**src/rtl/dmem_arb_pkg.sv**
```systemverilog
// Shared definitions for the two-port data-memory arbiter.
// Holds the FSM state encoding, port index constants, bus widths, the
// default read latency and the packed request payload carried from a
// granted port to the memory-side registers.
package dmem_arb_pkg;

  localparam int unsigned ADDR_W       = 32;
  localparam int unsigned DATA_W       = 32;
  localparam int unsigned MASK_W       = 4;
  localparam int unsigned CNT_W        = 4;
  localparam int unsigned READ_LAT_DEF = 2;

  // Port indices, also the encoding of the last_grant register
  localparam logic PORT_A = 1'b0;
  localparam logic PORT_B = 1'b1;

  typedef enum logic [1:0] {
    IDLE  = 2'd0,
    ISSUE = 2'd1,
    WAIT  = 2'd2,
    DONE  = 2'd3
  } state_e;

  // Request payload latched from the granted port
  typedef struct packed {
    logic [ADDR_W-1:0] addr;
    logic [DATA_W-1:0] wdata;
    logic              we;
    logic [MASK_W-1:0] sign_mask;
    logic              port;
  } req_t;

endpackage

```
**src/rtl/dmem_arb_rr_arb2.sv**
```systemverilog
// Two-requester picker with its last_grant register.
// Build option: define DMEM_ARB_FIXED_PRIO_EN for fixed priority (A always
// wins contention, no history kept); otherwise round-robin on contention.
// Ports:
//   clk, reset_n      clock and synchronous active-low reset
//   en                picking allowed this cycle (arbiter idle, out of reset)
//   req_a, req_b      request valids of port A / port B
//   gnt_a_c, gnt_b_c  combinational one-hot grant (zero when en is low)
module rr_arb2
  import dmem_arb_pkg::*;
(
  input  logic clk,
  input  logic reset_n,
  input  logic en,
  input  logic req_a,
  input  logic req_b,
  output logic gnt_a_c,
  output logic gnt_b_c
);

`ifdef DMEM_ARB_FIXED_PRIO_EN

  // No grant history in fixed-priority mode; clock and reset are not needed
  logic unused_fixed;
  assign unused_fixed = clk ^ reset_n;

  always_comb begin
    gnt_a_c = 1'b0;
    gnt_b_c = 1'b0;
    if (en) begin
      gnt_a_c = req_a;
      gnt_b_c = req_b & ~req_a;
    end
  end

`else

  logic last_grant;

  // Contention goes to the port that did not win last time
  always_comb begin
    gnt_a_c = 1'b0;
    gnt_b_c = 1'b0;
    if (en) begin
      if (req_a && req_b) begin
        if (last_grant == PORT_B) gnt_a_c = 1'b1;
        else                      gnt_b_c = 1'b1;
      end else begin
        gnt_a_c = req_a;
        gnt_b_c = req_b;
      end
    end
  end

  // History follows every grant, contended or not
  always_ff @(posedge clk) begin
    if (!reset_n) begin
      last_grant <= PORT_B;
    end else if (gnt_a_c || gnt_b_c) begin
      last_grant <= gnt_b_c ? PORT_B : PORT_A;
    end
  end

`endif

endmodule

```
**src/rtl/dmem_arbiter.sv**
```systemverilog
// Two-port (A = core, B = aux) arbiter in front of a single data memory.
// One access in flight at a time: IDLE grants, ISSUE presents the command,
// WAIT counts out the read latency, DONE returns load data to the owner.
// Build option: DMEM_ARB_FIXED_PRIO_EN selects fixed A-first priority
// (handled inside rr_arb2); default is round-robin.
// Ports:
//   clk, reset_n                 clock, synchronous active-low reset
//   a_*/b_* valid,addr,wdata,we,sign_mask   request side of each port
//   a_ready/b_ready              grant pulse, combinational in IDLE
//   a_rdata/b_rdata, a_rvalid/b_rvalid      registered load return
//   mem_addr/mem_write_data/mem_sign_mask   registered request fields
//   mem_memwrite/mem_memread     registered one-cycle command pulses
//   mem_read_data                load data, valid READ_LAT cycles after memread
module dmem_arbiter
  import dmem_arb_pkg::*;
#(
  parameter int unsigned READ_LAT = READ_LAT_DEF
) (
  input  logic              clk,
  input  logic              reset_n,
  input  logic              a_valid,
  output logic              a_ready,
  input  logic [ADDR_W-1:0] a_addr,
  input  logic [DATA_W-1:0] a_wdata,
  input  logic              a_we,
  input  logic [MASK_W-1:0] a_sign_mask,
  output logic [DATA_W-1:0] a_rdata,
  output logic              a_rvalid,
  input  logic              b_valid,
  output logic              b_ready,
  input  logic [ADDR_W-1:0] b_addr,
  input  logic [DATA_W-1:0] b_wdata,
  input  logic              b_we,
  input  logic [MASK_W-1:0] b_sign_mask,
  output logic [DATA_W-1:0] b_rdata,
  output logic              b_rvalid,
  output logic [ADDR_W-1:0] mem_addr,
  output logic [DATA_W-1:0] mem_write_data,
  output logic [MASK_W-1:0] mem_sign_mask,
  output logic              mem_memwrite,
  output logic              mem_memread,
  input  logic [DATA_W-1:0] mem_read_data
);

  state_e            state, state_nxt;
  logic [CNT_W-1:0]  cnt, cnt_nxt;
  logic              cur_port, cur_port_nxt;
  logic              cur_we, cur_we_nxt;
  logic [ADDR_W-1:0] mem_addr_nxt;
  logic [DATA_W-1:0] mem_write_data_nxt;
  logic [MASK_W-1:0] mem_sign_mask_nxt;
  logic              mem_memwrite_nxt, mem_memread_nxt;
  logic [DATA_W-1:0] a_rdata_nxt, b_rdata_nxt;
  logic              a_rvalid_nxt, b_rvalid_nxt;

  logic              arb_en_c;
  logic              gnt_a_c, gnt_b_c;
  req_t              sel_c;

  // Gating with reset_n keeps ready low while reset is asserted
  assign arb_en_c = (state == IDLE) && reset_n;

  rr_arb2 u_arb (
    .clk     (clk),
    .reset_n (reset_n),
    .en      (arb_en_c),
    .req_a   (a_valid),
    .req_b   (b_valid),
    .gnt_a_c (gnt_a_c),
    .gnt_b_c (gnt_b_c)
  );

  // Request payload of the granted port
  always_comb begin
    sel_c.addr      = a_addr;
    sel_c.wdata     = a_wdata;
    sel_c.we        = a_we;
    sel_c.sign_mask = a_sign_mask;
    sel_c.port      = PORT_A;
    if (gnt_b_c) begin
      sel_c.addr      = b_addr;
      sel_c.wdata     = b_wdata;
      sel_c.we        = b_we;
      sel_c.sign_mask = b_sign_mask;
      sel_c.port      = PORT_B;
    end
  end

  // Next-state and output logic
  always_comb begin
    state_nxt          = state;
    cnt_nxt            = cnt;
    cur_port_nxt       = cur_port;
    cur_we_nxt         = cur_we;
    mem_addr_nxt       = mem_addr;
    mem_write_data_nxt = mem_write_data;
    mem_sign_mask_nxt  = mem_sign_mask;
    mem_memwrite_nxt   = 1'b0;
    mem_memread_nxt    = 1'b0;
    a_rdata_nxt        = a_rdata;
    b_rdata_nxt        = b_rdata;
    a_rvalid_nxt       = 1'b0;
    b_rvalid_nxt       = 1'b0;
    a_ready            = 1'b0;
    b_ready            = 1'b0;

    case (state)
      IDLE: begin
        if (gnt_a_c || gnt_b_c) begin
          a_ready            = gnt_a_c;
          b_ready            = gnt_b_c;
          cur_port_nxt       = sel_c.port;
          cur_we_nxt         = sel_c.we;
          mem_addr_nxt       = sel_c.addr;
          mem_write_data_nxt = sel_c.wdata;
          mem_sign_mask_nxt  = sel_c.sign_mask;
          // Command pulse is registered here so it is visible during ISSUE
          mem_memwrite_nxt   = sel_c.we;
          mem_memread_nxt    = ~sel_c.we;
          state_nxt          = ISSUE;
        end
      end

      ISSUE: begin
        if (cur_we) begin
          state_nxt = IDLE;
        end else begin
          cnt_nxt   = CNT_W'(READ_LAT);
          // With a one-cycle latency the data is already due in the next cycle
          state_nxt = (READ_LAT <= 1) ? DONE : WAIT;
        end
      end

      WAIT: begin
        cnt_nxt = cnt - CNT_W'(1);
        if (cnt <= CNT_W'(2)) state_nxt = DONE;
      end

      DONE: begin
        if (cur_port == PORT_A) begin
          a_rdata_nxt  = mem_read_data;
          a_rvalid_nxt = 1'b1;
        end else begin
          b_rdata_nxt  = mem_read_data;
          b_rvalid_nxt = 1'b1;
        end
        cnt_nxt   = '0;
        state_nxt = IDLE;
      end

      default: state_nxt = IDLE;
    endcase
  end

  // State and output registers
  always_ff @(posedge clk) begin
    if (!reset_n) begin
      state          <= IDLE;
      cnt            <= '0;
      cur_port       <= PORT_A;
      cur_we         <= 1'b0;
      mem_addr       <= '0;
      mem_write_data <= '0;
      mem_sign_mask  <= '0;
      mem_memwrite   <= 1'b0;
      mem_memread    <= 1'b0;
      a_rdata        <= '0;
      b_rdata        <= '0;
      a_rvalid       <= 1'b0;
      b_rvalid       <= 1'b0;
    end else begin
      state          <= state_nxt;
      cnt            <= cnt_nxt;
      cur_port       <= cur_port_nxt;
      cur_we         <= cur_we_nxt;
      mem_addr       <= mem_addr_nxt;
      mem_write_data <= mem_write_data_nxt;
      mem_sign_mask  <= mem_sign_mask_nxt;
      mem_memwrite   <= mem_memwrite_nxt;
      mem_memread    <= mem_memread_nxt;
      a_rdata        <= a_rdata_nxt;
      b_rdata        <= b_rdata_nxt;
      a_rvalid       <= a_rvalid_nxt;
      b_rvalid       <= b_rvalid_nxt;
    end
  end

endmodule
```
**config.mk**
```make
export PLATFORM = sky130hd
export DESIGN_NAME = dmem_arbiter
export DESIGN_NICKNAME = d
export VERILOG_FILES = /design/src/rtl/dmem_arb_pkg.sv /design/src/rtl/dmem_arb_rr_arb2.sv /design/src/rtl/dmem_arbiter.sv
export SDC_FILE = /design/constraint.sdc
export NUM_CORES = 1
export LEC_CHECK = 0
export ABC_AREA = 1
export BUFFER_PORTS_ARGS = -buffer_cell sky130_fd_sc_hd__buf_2
export CORE_MARGIN = 8
export CORE_UTILIZATION = 50
export CTS_CLUSTER_DIAMETER = 200
export DETAILED_ROUTE_END_ITERATION = 7
export PLACE_DENSITY = 0.83
export SLEW_MARGIN = 25
export SYNTH_ARGS = -nofsm -noshare
export SYNTH_HDL_FRONTEND = slang
export SYNTH_SLANG_ARGS = --single-unit
```
**constraint.sdc**
```tcl
create_clock -name clk -period 3.6 [get_ports clk]
set_clock_uncertainty 0.1 [all_clocks]
set_input_delay 0.54 -clock clk [delete_from_list [all_inputs] [get_ports clk]]
set_output_delay 0.54 -clock clk [all_outputs]
set_load 0.01 [all_outputs]
```
After elaboration in Yosys (flattened, before gate mapping)
Index checks and enable logic that the tools add are counted.

Add/sub/neg operators: 1. Muxes and demuxes: 20. Bitwise operators: 2. Equal/unequal tests: 6. Reduce and logical (&&, ||, !) cells: 12. Magnitude comparators: 1.

Operators by type and width (number): 70-bit two-way mux (1); 1-bit two-way mux (13); 4-bit one-hot mux with 3 select lines (1); 2-bit AND reduction (6); 2-bit one-hot mux with 4 select lines (1); 2-bit two-way mux (3); 2-bit equality test (second input constant) (2); 4-bit by 2-bit less-or-equal comparator with 1-bit output (second input constant) (1); 4-bit two-way mux (1); 2-bit != test (second input constant) (2); 4-bit by 1-bit subtractor with 4-bit output (second input constant) (1); 3-bit AND reduction (1); 3-bit nonzero test (1); 2-bit by 1-bit equality test with 1-bit output (second input constant) (1); 1-bit logical AND (2); 2-bit zero test (1); 2-bit by 1-bit != test with 1-bit output (second input constant) (1); 1-bit inverter (2); 1-bit logical OR (1).

Input port bits: 174. Flip-flop bits (word level): 145. Output and inout bits: 138. Word-level logic and storage cells: 56.

Logic depth before layout (Yosys ltp)
Depth in word-level cells: 6. Mapped depth: 9. Depth with buffers taken out: 8.

Modules after synthesis
From an unflattened synthesis, not the netlist that was laid out.

Cells, all modules: 880. Area total of the unflattened synthesis: 6059.6 um2.

Modules (own cells, without submodules): dmem_arbiter (area an instance 5992.0 um2, instances 1, seq. area each 2882.8 um2, cells each 869); rr_arb2 (area an instance 67.6 um2, instances 1, seq. area each 20.0 um2, cells each 11).

Worst setup path before layout
OpenSTA, ideal clock, no wires.

Kind: input -> output. From: input port a_valid. To: output port b_ready. Path buffers: 1. Arrival: 1.040 ns. Path slack: 1.920 ns. Required time: 2.960 ns. Stages on the path: 4. Cell sequence: a21oi_2 > buf_2 > nand2_1 > inv_1.

Word-level cells in the longest chain between the ends: 6. Elaborated cells on any way between the ends: 8. Classes of those cells: mux: 6; reduce/logical: 2.

Ends and longest elaborated chain: start, declared (RTL line dmem_arbiter.sv:21) `input logic a_valid,`; 1-bit logical AND (RTL line dmem_arb_rr_arb2.sv:45) `if (req_a && req_b) begin`; 1-bit two-way mux (RTL line dmem_arb_rr_arb2.sv:45); 1-bit two-way mux (RTL line dmem_arb_rr_arb2.sv:44) `if (en) begin`; 1-bit logical OR (RTL line dmem_arbiter.sv:109) `if (gnt_a_c || gnt_b_c) begin`; 1-bit two-way mux (*) (RTL line dmem_arbiter.sv:109); 1-bit two-way mux (*) (RTL line dmem_arbiter.sv:107) `case (state)`; end, declared (RTL line dmem_arbiter.sv:30) `output logic b_ready,`.

Every way passes the cells marked *; elsewhere a longest branch is shown, timed or not.

Worst setup path in the final report
From: register state[0]. To: output port b_ready.

Word-level cells in the longest chain between the ends: 6. Elaborated cells on any way between the ends: 7. Classes of those cells: mux: 4; reduce/logical: 3.

Ends and longest elaborated chain: start, declared (RTL line dmem_arbiter.sv:45) `state_e state, state_nxt;`; start signal, assigned (RTL line dmem_arbiter.sv:172) `state <= state_nxt;`; 2-bit zero test (*) (RTL line dmem_arbiter.sv:61, dmem_arbiter.sv:107); 1-bit logical AND (RTL line dmem_arbiter.sv:61) `assign arb_en_c = (state == IDLE) && reset_n;`; 1-bit two-way mux (RTL line dmem_arb_rr_arb2.sv:44); 1-bit logical OR (RTL line dmem_arbiter.sv:109); 1-bit two-way mux (RTL line dmem_arbiter.sv:109); 1-bit two-way mux (*) (RTL line dmem_arbiter.sv:107).

Marks and branches as above.

==> impl_metrics.yaml <==
run_status:
  status: "complete, no violations"
yosys:
  synth_cell_types: 25
  synth_area_leaders: "dfxtp_1 (44%), nor2_1 (12%), nand3_1 (8.3%)"
  synth.avg_cell_area_um2: 7.32
  yosysSeqAreaShare: 0.445
  synth_ff_type: "dfxtp_1"
  syn_nets: 1068
  yosysWarnings: 0
  post-synth-top-area-fraction: 0.445
  yosys.area.top_type: "dfxtp_1"
  synth-edff-count: 0
  synthArstFlopShare: 0
  synthCells: 892
  ys_ff_latch: 145
  synth_area_um2: 6530
run:
  cap_viol_max_count: 0
finish:
  mostFrequentLayoutCells: "buf_2 (311), nor2_1 (208), dfxtp_1 (145)"
  syn2layout_area_growth_pct: 30.7
  mostFrequentLayoutCell: "buf_2"
  final_area_um2: 8540
  diodes: 0
  fill_cells: 1119
  drive_gt1_frac: 0.312
  fin_cells: 1341
  nNetsFinal: 1333
place:
  dpl_worst_slack_ns: 1.27
  place_area_um2: 7940
  hpwlAfterDp_um: 15400
  routabilityCongestion: 0.814
  dp_cells: 1310
  port_buffers: 311
detailed_routing:
  postRouteAntennaNets: 0
  first_pass_iters: 7
  met2WireLength_um: 10400
  viasPerCell: 5.15
  drc: 0
  routed.top_layer: "met4"
  vias: 6902
  wire_per_inst_um: 16.1
  wirelength_um: 21600
  wl_met1_um: 8190
  drt_iter0_markers: 520
  route.met3.wl_um: 2600
timing:
  slew_violations: 0
  tightestPinTransition_ns: 0.649
  setup_violations: 0
  hold_viol_final: 0
  layout_setup_ws_ns: 1.34
  finalWorstPathRequiredPeriod_ns: 2.26
  period_share: 0.628
  slew_headroom: 0.567
  fin_setup_tns_ns: 0
  max_freq_ghz: 0.443
  rsz0062_at_grt: "false"
  hold_ws_ns: 0.267
clocking:
  ctsHoldBuffers: 0
  cts_max_level: 4
  root_buffer: "clkbuf_16"
  clockBufferDepth: 2
  ctsResizeCount: 0
  cts_buffers: 17
  post_cts_buffers: 0
  clk_latency_ns: 0.42
  clk_pin_slew_ns: 0.06
  cts.sinks: 145
  cts_tree: "yes"
pwr:
  p_leak_nw: 4.16
  p_per_area_nw_per_um2: 613
  clkPwrFrac: 0.338
  p_int_w: 0.00344
  power_frac_seq: 0.383
  power.switching_w: 0.00179
  ir_drop_v: 0.000273
  p_sw_frac: 0.342
  combPwrFrac: 0.279
floorplanning:
  dieArea_um2: 17000
  ios: 312
  dieWidth_um: 130
  fp-row-count: 41
  die_h_um: 130
  initial_core_util: 0.515
  fp.coreArea_um2: 12700
global_routing:
  grt_pass1_wl_um: 32900
  grt_max_degree: 89
  first_global_vias: 6453
  grt_use_total: 0.247
  antenna_found_initial: 0
  overflow: 0
setup_path:
  r2r_end: "mem_addr[5]"
  reg2reg_slack_ns: 1.63
  startpoint: "state[0]"
  end_kind: "output pin"
  rr_worst_depth: 5
  cp.required_ns: 2.96
  cp_max_fo: 7
  cp_data_arrival_time_ns: 1.62
  path_cells: "inv_2, nand2_2, nor2_4, nand2_1, inv_1, buf_2"
  cp_slowest_stage_delay_ns: 0.39
  worstSetupPathType: "reg -> out"
  worstSetupStartpointType: "flop"
  slowest_stage: "dfxtp_1"
  r2r-start: "u_arb.last_grant"
min_path:
  hold_start: "mem_read_data[19]"
  hold_path_class: "in -> reg"
  min_to: "a_rdata[19]"
  hold-path-cell-count: 3
==> metal layers <==
layer / vias to the layer above / track usage
li1: 3482 / -
met1: 3079 / 0.275
met3: 32 / 0.113
met2: 309 / 0.411
met4: 0 / 0.0813
met5: - / 0
==> cell type report <==
type / count / area (um2) / share of cell area
Sequential cell: 145 / 2900 / 0.340
Inverter: 16 / 60.1 / 0.00704
Clock inverter: 12 / 149 / 0.0174
Tap cell: 172 / 215 / 0.0252
Timing Repair Buffer: 322 / 1660 / 0.195
Multi-Input combinational cell: 655 / 3100 / 0.363
Clock buffer: 19 / 443 / 0.0519
==> worst max-delay path by stage <==
stage	endpoint	cells past startpoint
2_1_floorplan	b_ready	4
3_3_place_gp	cur_we	8
3_5_place_dp	cur_we	8
4_1_cts	b_ready	6
5_1_grt	b_ready	4
6_report	b_ready	6
==> power groups by stage <==
stage | registers (W) | logic, W | clock network, W
floorplan | 0.00212 | 0.000958 | 0
global placement | 0.00202 | 0.00145 | 0
global route | 0.00203 | 0.00164 | 0.00187
finish | 0.00200 | 0.00146 | 0.00177
CTS | 0.00200 | 0.00147 | 0.00180
detailed placement | 0.00203 | 0.00147 | 0
==> registers in the layout (all words and copies together) (netlist names), named ones only <==
name,cells
mem_write_data,32
b_rvalid,1
a_rvalid,1
mem_memread,1
mem_sign_mask,4
b_rdata,32
u_arb.last_grant,1
mem_memwrite,1
a_rdata,32
state,1
mem_addr,32
cur_we,1
cnt,4
cur_port,1
==> kinds of logic (layout without fill, tap and decap cells) <==
kind of cell,count (synthesis),in the layout,synth area share
DFF,145,145,0.445
adders and majority gates,2,2,0.00383
buffers and inverters,92,369,0.0824
and+or+nand+nor,441,441,0.280
AOI/OAI and AO/OA,212,212,0.190
==> synth_stat cells, drive strengths merged (2+ instances only) <==
library cell and n:
nand3 109, a21boi 68, a21oi 37, clkbuf 26, o21ai 105, nand2 119
nor2 211, inv 16, ha 2, dfxtp 145, buf 50
==> critical path: cells and delay by family, from the launching register on <==
| kind | cells | cell delay [ns] |
|---|---|---|
| flops | 1 | 0.39 |
| simple gates | 3 | 0.45 |
| buf+inv | 3 | 0.35 |
==> metrics by stage <==
step	total power [W]	utilization
after global placement	0.00347	0.627
after detailed placement	0.00349	0.627
after floorplan	0.00307	-
after global routing	0.00554	0.674
after CTS	0.00527	0.674
final	0.00523	0.674
(Power assumes the default switching activity.)
